===== src/rtl/instr_issue_queue.sv =====
// Instruction issue buffer for the arm core: a FIFO of 32-bit words that
// issues one word per cycle and inserts NOP_WORD while the head reads a
// register whose producer is still inside the hazard window.
module instr_issue_queue #(
    parameter int          DEPTH         = 8,
    parameter int          HAZARD_WINDOW = 3,
    parameter logic [31:0] NOP_WORD      = 32'h0000_0000
) (
    input  logic                         clk,
    input  logic                         reset,
    input  logic                         push,
    input  logic [31:0]                  push_instr,
    input  logic                         flush,
    input  logic                         stall,
    output logic [31:0]                  Instruction,
    output logic                         issued_valid,
    output logic                         nop_inserted,
    output logic [$clog2(DEPTH+1)-1:0]   count,
    output logic                         full,
    output logic                         empty,
    output logic                         overflow
);

    localparam int PW = $clog2(DEPTH);
    localparam int CW = $clog2(DEPTH+1);
    localparam logic [CW-1:0] DEPTH_C = CW'(DEPTH);

    logic [31:0]   mem [DEPTH];
    logic [PW-1:0] wr_ptr;
    logic [PW-1:0] rd_ptr;

    logic [HAZARD_WINDOW-1:0] sb_valid;
    logic [3:0]               sb_rd [HAZARD_WINDOW];

    logic [31:0] head;
    logic        hazard;
    logic        push_acc;
    logic        pop;

    // Destination register is written by data-processing ops except the
    // compare/test group (cmd 10xx), and by loads.
    function automatic logic dst_writes(input logic [31:0] w);
        logic wr;
        wr = 1'b0;
        case (w[27:26])
            2'b00:   wr = (w[24:23] != 2'b10);
            2'b01:   wr = w[20];
            default: wr = 1'b0;
        endcase
        return wr;
    endfunction

    assign full  = (count == DEPTH_C);
    assign empty = (count == '0);
    assign head  = mem[rd_ptr];

    always_comb begin
        logic reads_rn;
        logic reads_rm;
        logic reads_rd;
        reads_rn = (head[27:26] == 2'b00) || (head[27:26] == 2'b01);
        reads_rm = (head[27:26] == 2'b00) && !head[25];
        reads_rd = (head[27:26] == 2'b01) && !head[20];
        hazard   = 1'b0;
        for (int i = 0; i < HAZARD_WINDOW; i++) begin
            if (sb_valid[i] &&
                ((reads_rn && head[19:16] == sb_rd[i]) ||
                 (reads_rm && head[3:0]   == sb_rd[i]) ||
                 (reads_rd && head[15:12] == sb_rd[i])))
                hazard = 1'b1;
        end
    end

    // Push handshake: push is a request with full as its inverse ready,
    // both sampled at the same edge; a word is taken only when full=0 and
    // flush=0, and a same-cycle pop never makes room for it.
    assign push_acc = push && !full && !flush;
    assign pop      = !flush && !stall && !empty && !hazard;

    always_ff @(posedge clk) begin
        if (push_acc)
            mem[wr_ptr] <= push_instr;
    end

    always_ff @(posedge clk or negedge reset) begin
        if (!reset) begin
            wr_ptr       <= '0;
            rd_ptr       <= '0;
            count        <= '0;
            overflow     <= 1'b0;
            Instruction  <= NOP_WORD;
            issued_valid <= 1'b0;
            nop_inserted <= 1'b0;
            sb_valid     <= '0;
            for (int i = 0; i < HAZARD_WINDOW; i++)
                sb_rd[i] <= '0;
        end else if (flush) begin
            wr_ptr       <= '0;
            rd_ptr       <= '0;
            count        <= '0;
            overflow     <= 1'b0;
            Instruction  <= NOP_WORD;
            issued_valid <= 1'b0;
            nop_inserted <= 1'b0;
            sb_valid     <= '0;
        end else begin
            if (push_acc)
                wr_ptr <= wr_ptr + 1'b1;
            if (push && full)
                overflow <= 1'b1;

            case ({push_acc, pop})
                2'b10:   count <= count + 1'b1;
                2'b01:   count <= count - 1'b1;
                default: count <= count;
            endcase

            // A stalled core freezes the whole issue stage, scoreboard included.
            if (!stall) begin
                if (pop) begin
                    rd_ptr       <= rd_ptr + 1'b1;
                    Instruction  <= head;
                    issued_valid <= 1'b1;
                    nop_inserted <= 1'b0;
                end else begin
                    Instruction  <= NOP_WORD;
                    issued_valid <= 1'b0;
                    nop_inserted <= !empty;
                end
                for (int i = HAZARD_WINDOW - 1; i > 0; i--) begin
                    sb_valid[i] <= sb_valid[i-1];
                    sb_rd[i]    <= sb_rd[i-1];
                end
                sb_valid[0] <= pop && dst_writes(head);
                sb_rd[0]    <= head[15:12];
            end
        end
    end

endmodule


===== config.mk =====
export PLATFORM = sky130hd
export DESIGN_NAME = instr_issue_queue
export DESIGN_NICKNAME = d
export VERILOG_FILES = /design/src/rtl/instr_issue_queue.sv
export SDC_FILE = /design/constraint.sdc
export NUM_CORES = 1
export LEC_CHECK = 0
export BUFFER_PORTS_ARGS = -buffer_cell sky130_fd_sc_hd__buf_2
export CAP_MARGIN = 20
export CELL_PAD_IN_SITES_DETAIL_PLACEMENT = 0
export CELL_PAD_IN_SITES_GLOBAL_PLACEMENT = 1
export CORE_MARGIN = 5
export CORE_UTILIZATION = 56
export DETAILED_ROUTE_END_ITERATION = 12
export GPL_TIMING_DRIVEN = 0
export PLACE_DENSITY_LB_ADDON = 0.1
export SYNTH_ARGS = -nofsm -noshare
export SYNTH_HDL_FRONTEND = slang
export SYNTH_SLANG_ARGS = --single-unit

===== constraint.sdc =====
create_clock -name clk -period 9.9 [get_ports clk]
set_clock_uncertainty 0.1 [all_clocks]
set_input_delay 1.98 -clock clk [delete_from_list [all_inputs] [get_ports clk]]
set_output_delay 1.98 -clock clk [all_outputs]
set_load 0.01 [all_outputs]

==> impl_metrics.tcl, run 1 <==
set metrics [dict create \
    outcome "complete, no violations" \
    worst_pin_slew_ns 1.04 \
    hpwl_um 18700 \
    io_buffers 75 \
    areaGrowthSynthToFinish_pct 16.6 \
    place_ws_ns 5.19 \
    final_cell_area_um2 15000 \
    cts_buffer_depth 3 \
    gp_congestion 0.831 \
    htree_num_levels 2 \
    cts-root-buf "clkbuf_16" \
    rsz0062_at_grt "false" \
    cap_violations 0 \
    cts_hold_repair.buffers 0 \
    finalHoldViolCount 0 \
    peakVddDrop_uv 169 \
    tns_ns 0 \
    worstSetupStartpointType "register" \
    avgViaCountPerCell 5.98 \
    grt_pass1_vias 7193 \
    cts_made_buffers 34 \
    die_area_um2 26000 \
    clk_pin_slew_ns 0.06 \
    min_path_type "reg2reg" \
    drt_iter0_drc 479 \
    wl_per_cell_um 24.7 \
    fin_ws_ns 5.41 \
    die_h_um 161 \
    period_minus_slack_ns 4.49 \
    yosysWarningCount 0 \
    synth-seq-cells 316 \
    synthTopCellsByCount "256 x edfxtp_1, 60 x dfrtp_1, 57 x mux4_2, 48 x nand2_1" \
    crit_arrival_ns 4.77 \
    yosys-top-cells-area "edfxtp_1 60%, dfrtp_1 12%, mux4_2 10%" \
    ys_seq_area_share_pct 71.6 \
    rows 55 \
    ios 78 \
    ant_nets 0 \
    synth_top_area_share_pct 59.9 \
    antenna_cells 0 \
    grt_antenna_before_repair 1 \
    finalCritPeriodShare_pct 45.4 \
    cp_max_fo 10 \
    finalSetupViolations 0 \
    grt_pass1_wl_um 43400 \
    synth_cells 706 \
    overflow 0 \
    track_usage_pct 22.3 \
    synth_flop_cell "edfxtp_1" \
    ys_types 58 \
    post-route-util_pct 66.3 \
    seq_area_um2 9190 \
    drive_gt1_share_pct 29.2 \
    p_leak_nw 5.37 \
    syn-num-nets 748 \
    route.detailed.drc 0 \
    multiInputGateArea_um2 3490 \
    cts_sinks 316 \
    end_kind "register" \
    die_x_um 161 \
    start_util_pct 56.9 \
    relSlewSlack_pct 31.0 \
    wirelength_um 28200 \
    holdWs_ns 0.370 \
    cts-resized-gates 0 \
    cts_setup_buffers 0 \
    critical_path_class "reg2reg" \
    placed_cell_area_um2 13900 \
    clk_latency_ns 0.51 \
    slew_viol_final 0 \
    synth_most_common_cell "edfxtp_1" \
    fp.coreArea_um2 22600 \
    cp.required_ns 10.18 \
    synth-async-reset-ratio_pct 19.0 \
    firstDrtPassIters 6 \
    nets 875 \
    timing.fmax_ghz 0.223 \
    synth_edf_count 256 \
    p_per_area_nw_per_um2 213 \
    cts_tree "built" \
    yosysTopAreaCell "edfxtp_1" \
    fillers 1570 \
    num_vias 6839 \
    postSynthAreaPerCell_um2 18.2 \
    syn-cell-area_um2 12800 \
    grt_max_degree 38 \
]
## critical path: stages (launching register included)
cell and delay, ns:
dfrtp_1 0.47, buf_6 0.21, buf_8 0.18, mux4_2 0.54, mux2i_4 0.35, xnor2_1 0.17, nor3_1 0.10, nand4b_1 0.16
o41ai_4 0.12, nor3_4 0.37, nand3_2 0.17, inv_2 0.18, ha_1 0.24, a21o_1 0.17, a21oi_1 0.16, mux2i_1 0.29
mux2_1 0.35
## final timing paths
| kind | startpoint | endpoint | slack [ns] | cells after the start |
|---|---|---|---|---|
| setup / recovery | rd_ptr[0] | count[3] | 5.41 | 16 |
| hold / removal | issued_valid | issued_valid | 0.37 | 2 |
| setup reg to reg | rd_ptr[0] | count[3] | 5.41 | 16 |
| hold reg to reg | issued_valid | issued_valid | 0.37 | 2 |
| max in group asynchronous | reset | Instruction[9] | 7.71 | 2 |
| min in group asynchronous | reset | sb_rd[11] | 1.37 | 1 |
## metal layers
layer / share of wire (%) / track usage, % / wire length, um
met1: 43 / 31.3 / 12100
met2: 50 / 36.9 / 14200
met3: 5.2 / 4.26 / 1470
met4: 1.8 / 5.20 / 520
met5: 0.025 / 0 / 7
## registers in the layout (all words and copies together), names as in the netlist
signal / flops
issued_valid: 1
Instruction: 32
mem: 256
wr_ptr: 3
nop_inserted: 1
sb_valid: 3
overflow: 1
sb_rd: 12
count: 4
rd_ptr: 3
## report_power, final
group | switching [mW] | internal, mW | total (mW)
Sequential | 0.0488 | 1.49 | 1.54
Combinational | 0.244 | 0.203 | 0.447
Clock | 0.493 | 0.712 | 1.21
Total | 0.786 | 2.41 | 3.19
## layout make-up
cell class / instances / area share [%]
tap: 285 / 2.38
multi-input combinational: 353 / 23.4
buffer: 31 / 1.23
clock inverter: 12 / 0.677
inverter: 6 / 0.151
timing repair buffer: 91 / 4.30
clock buffer: 50 / 6.50
sequential: 316 / 61.4
## cells by family after synthesis
group / after synthesis / synth area share [%]
xor gates and xnor gates: 40 / 2.73
muxes: 117 / 15.6
and+or+nand+nor: 127 / 4.85
AOI/OAI and AO/OA: 64 / 3.12
buffers and inverters: 37 / 1.61
DFF: 316 / 71.6
adders and majority gates: 5 / 0.546
## cells in the final DEF (no fill, tap or decap), types with 7 or more instances in the layout
cell       instances
mux2i_1           37
clkbuf_16         35
a21oi_1           10
nor2_1            24
edfxtp_1         256
xnor2_1           17
dfrtp_1           60
buf_6             11
mux4_2            57
nand2_1           48
mux2i_4            7
nor3_1             8
clkbuf_1          21
nand4_1            7
mux2_2            12
buf_2             81
xor2_1            23
o21ai_1           37
## metrics by stage
stage | power [mW] | cells
after floorplan | 1.86 | 706
after global placement | 2.00 | 1066
after detailed placement | 2.02 | 1080
after CTS | 3.22 | 1142
after global routing | 3.32 | 1144
final | 3.19 | 1144
Power figures use the tool's default switching activity.
==> run 2, diff against run 1 <==
--- a/config.mk
+++ b/config.mk
@@ -10,7 +10,7 @@
 export CELL_PAD_IN_SITES_DETAIL_PLACEMENT = 0
 export CELL_PAD_IN_SITES_GLOBAL_PLACEMENT = 1
 export CORE_MARGIN = 5
-export CORE_UTILIZATION = 56
+export CORE_UTILIZATION = 47
 export DETAILED_ROUTE_END_ITERATION = 12
 export GPL_TIMING_DRIVEN = 0
 export PLACE_DENSITY_LB_ADDON = 0.1
==> constraint.sdc (replaced) <==
create_clock -name clk -period 3.6 [get_ports clk]
set_clock_uncertainty 0.1 [all_clocks]
set_input_delay 0.72 -clock clk [delete_from_list [all_inputs] [get_ports clk]]
set_output_delay 0.72 -clock clk [all_outputs]
set_load 0.01 [all_outputs]
==> impl_metrics.tcl, run 2 (synthesis results as in run 1) <==
set metrics [dict create \
    critical_path_class "reg2reg" \
    grt_antenna_before_repair 1 \
    critical_path_buf_inv_count 3 \
    die_area_um2 30700 \
    cts-root-buf "clkbuf_16" \
    outcome "complete, but fails checks" \
    holdWs_ns 0.101 \
    drive_gt1_share_pct 32.7 \
    critPathTopFamily "multiplexers" \
    grt_max_degree 39 \
    grtUsageMet2_pct 33.0 \
    largest-register "mem" \
    fillers 2055 \
    wirelength_um 29500 \
    final_cell_mix "256 x edfxtp_1, 80 x buf_2, 59 x dfrtp_1" \
    place_ws_ns -0.740 \
    r2r_setup_slack_ns -0.14 \
    fp.coreArea_um2 27000 \
    use_met1_pct 27.4 \
    die_x_um 175 \
    fin_ws_ns -0.144 \
    die_h_um 175 \
    htree_num_levels 2 \
    layout.cells.non_filler 1224 \
    timing.fmax_ghz 0.267 \
    clk_latency_ns 0.52 \
    relSlewSlack_pct 30.1 \
    clk_pin_slew_ns 0.06 \
    worstSetupStartpointType "register" \
    layout.cells.most_common "edfxtp_1" \
    cp_max_fo 8 \
    ant_nets 0 \
    cts_hold_repair.buffers 0 \
    wl_per_cell_um 24.1 \
    regToRegStartpoint "rd_ptr[0]" \
    finalCritPeriodShare_pct 104 \
    worst_pin_slew_ns 1.05 \
    grt_pass1_wl_um 45500 \
    slowest_delay_ns 0.52 \
    grt.busiest_layer "met2" \
    firstDrtPassIters 6 \
    areaGrowthSynthToFinish_pct 20.4 \
    grt_pass1_vias 7330 \
    io_buffers 75 \
    nets 899 \
    cts_buffer_depth 3 \
    crit_slowest_cell "mux4_2" \
    rsz0062_at_grt "true" \
    drt_iter0_drc 578 \
    hpwl_um 19500 \
    rows 60 \
    worst-path-stages 16 \
    period_minus_slack_ns 3.74 \
    reg2reg_depth 16 \
    cp_common_cell "buf_12" \
    path_cells "buf_12, buf_12, mux4_2, mux2i_4, xnor2_1, nor3_1, nand4_1, nand4_4, nor3_4, nand3_2, inv_4, ha_4, a21o_1, a21oi_2, mux2i_1, mux2_1" \
    cts_made_buffers 34 \
    end_kind "register" \
    reg.largest.list "mem (256), Instruction (32), sb_rd (12)" \
    violations "negative setup slack" \
    peakVddDrop_uv 574 \
    cts_tree "built" \
    ios 78 \
    finalSetupViolations 1 \
    timing.critical_path.to "count[3]" \
    cap_violations 0 \
    num_vias 6792 \
    min_path_type "in2async" \
    track_usage_pct 19.8 \
    antenna_cells 0 \
    cp.required_ns 3.90 \
    avgViaCountPerCell 5.55 \
    overflow 0 \
    met3_usage_pct 3.14 \
    cts_sinks 316 \
    rr_endpoint "count[3]" \
    route.detailed.drc 0 \
    p_leak_nw 5.52 \
    place_inst 1136 \
    finalHoldViolCount 0 \
    startpoint "rd_ptr[0]" \
    gp_congestion 0.809 \
    start_util_pct 47.6 \
    p_per_area_nw_per_um2 582 \
    slew_viol_final 0 \
    crit_arrival_ns 4.04 \
    largest_register_ff_count 256 \
]
[run 2: changes by cell type in the layout (fill, tap and decap cells not counted), moves of 3 or more]
| cell | before | now |
|---|---|---|
| buf_12 | 5 | 13 |
| buf_6 | 11 | 6 |
| mux2i_1 | 37 | 34 |
| buf_4 | 3 | 23 |
| clkbuf_8 | 4 | 1 |
| mux2i_4 | 7 | 10 |
[run 2: worst min path at each step]
stage / to / cells after the start
final: Instruction[18] / 1
after global routing: Instruction[18] / 1
after CTS: Instruction[18] / 1
after detailed placement: issued_valid / 2
after global placement: issued_valid / 2
after floorplan: Instruction[0] / 0
[run 2: worst reg2reg max path, cell delays in order (launching register included)]
cell	delay, ns
dfrtp_2	0.39
buf_12	0.15
buf_12	0.13
mux4_2	0.52
mux2i_4	0.31
xnor2_1	0.18
nor3_1	0.09
nand4_1	0.16
nand4_4	0.13
nor3_4	0.18
nand3_2	0.14
inv_4	0.13
ha_4	0.20
a21o_1	0.16
a21oi_2	0.13
mux2i_1	0.21
mux2_1	0.34
[run 2: per-stage QoR]
| step | area, um^2 | setup TNS (ns) | utilization, % | power [mW] |
|---|---|---|---|---|
| after floorplan | 12900 | -0.110 | - | 5.13 |
| after global routing | 15400 | -0.538 | 57.3 | 9.36 |
| after global placement | 13700 | -332.57 | 50.7 | 5.51 |
| after CTS | 15400 | -0.213 | 57.1 | 9.07 |
| final | 15400 | -0.144 | 57.3 | 9.00 |
| after detailed placement | 14000 | -1.99 | 51.9 | 5.58 |
[run 2: repair_timing]
item | 4_1_cts | 5_1_grt
gates resized for setup | 21 | 11
cloned | 2 | 0
setup endpoints to repair | 32 | 28
buffers inserted | 20 | 4
pin swaps | 9 | 7
[run 2: where the power goes]
group          switching [mW]  total [mW]  internal (mW)
combinational           0.713        1.39          0.673
clock                    1.37        3.37           2.00
sequential              0.137        4.24           4.10
[run 2: per-layer routing]
| layer | vias up | share of wire [%] |
|---|---|---|
| met5 | - | 0.024 |
| met4 | 2 | 2.3 |
| met3 | 47 | 4.6 |
| met2 | 179 | 49 |
| met1 | 3495 | 44 |
| li1 | 3069 | - |
[run 2: final cells by class]
cell class / count / area [um^2] / area share, %
multi-input cells: 353 / 3600 / 23.3
repair buffers: 115 / 893 / 5.78
well taps: 341 / 427 / 2.76
clock buffers: 47 / 910 / 5.89
inverters: 6 / 25.0 / 0.162
flip-flops and latches: 316 / 9190 / 59.5
clock inverters: 15 / 168 / 1.09
plain buffers: 31 / 238 / 1.54
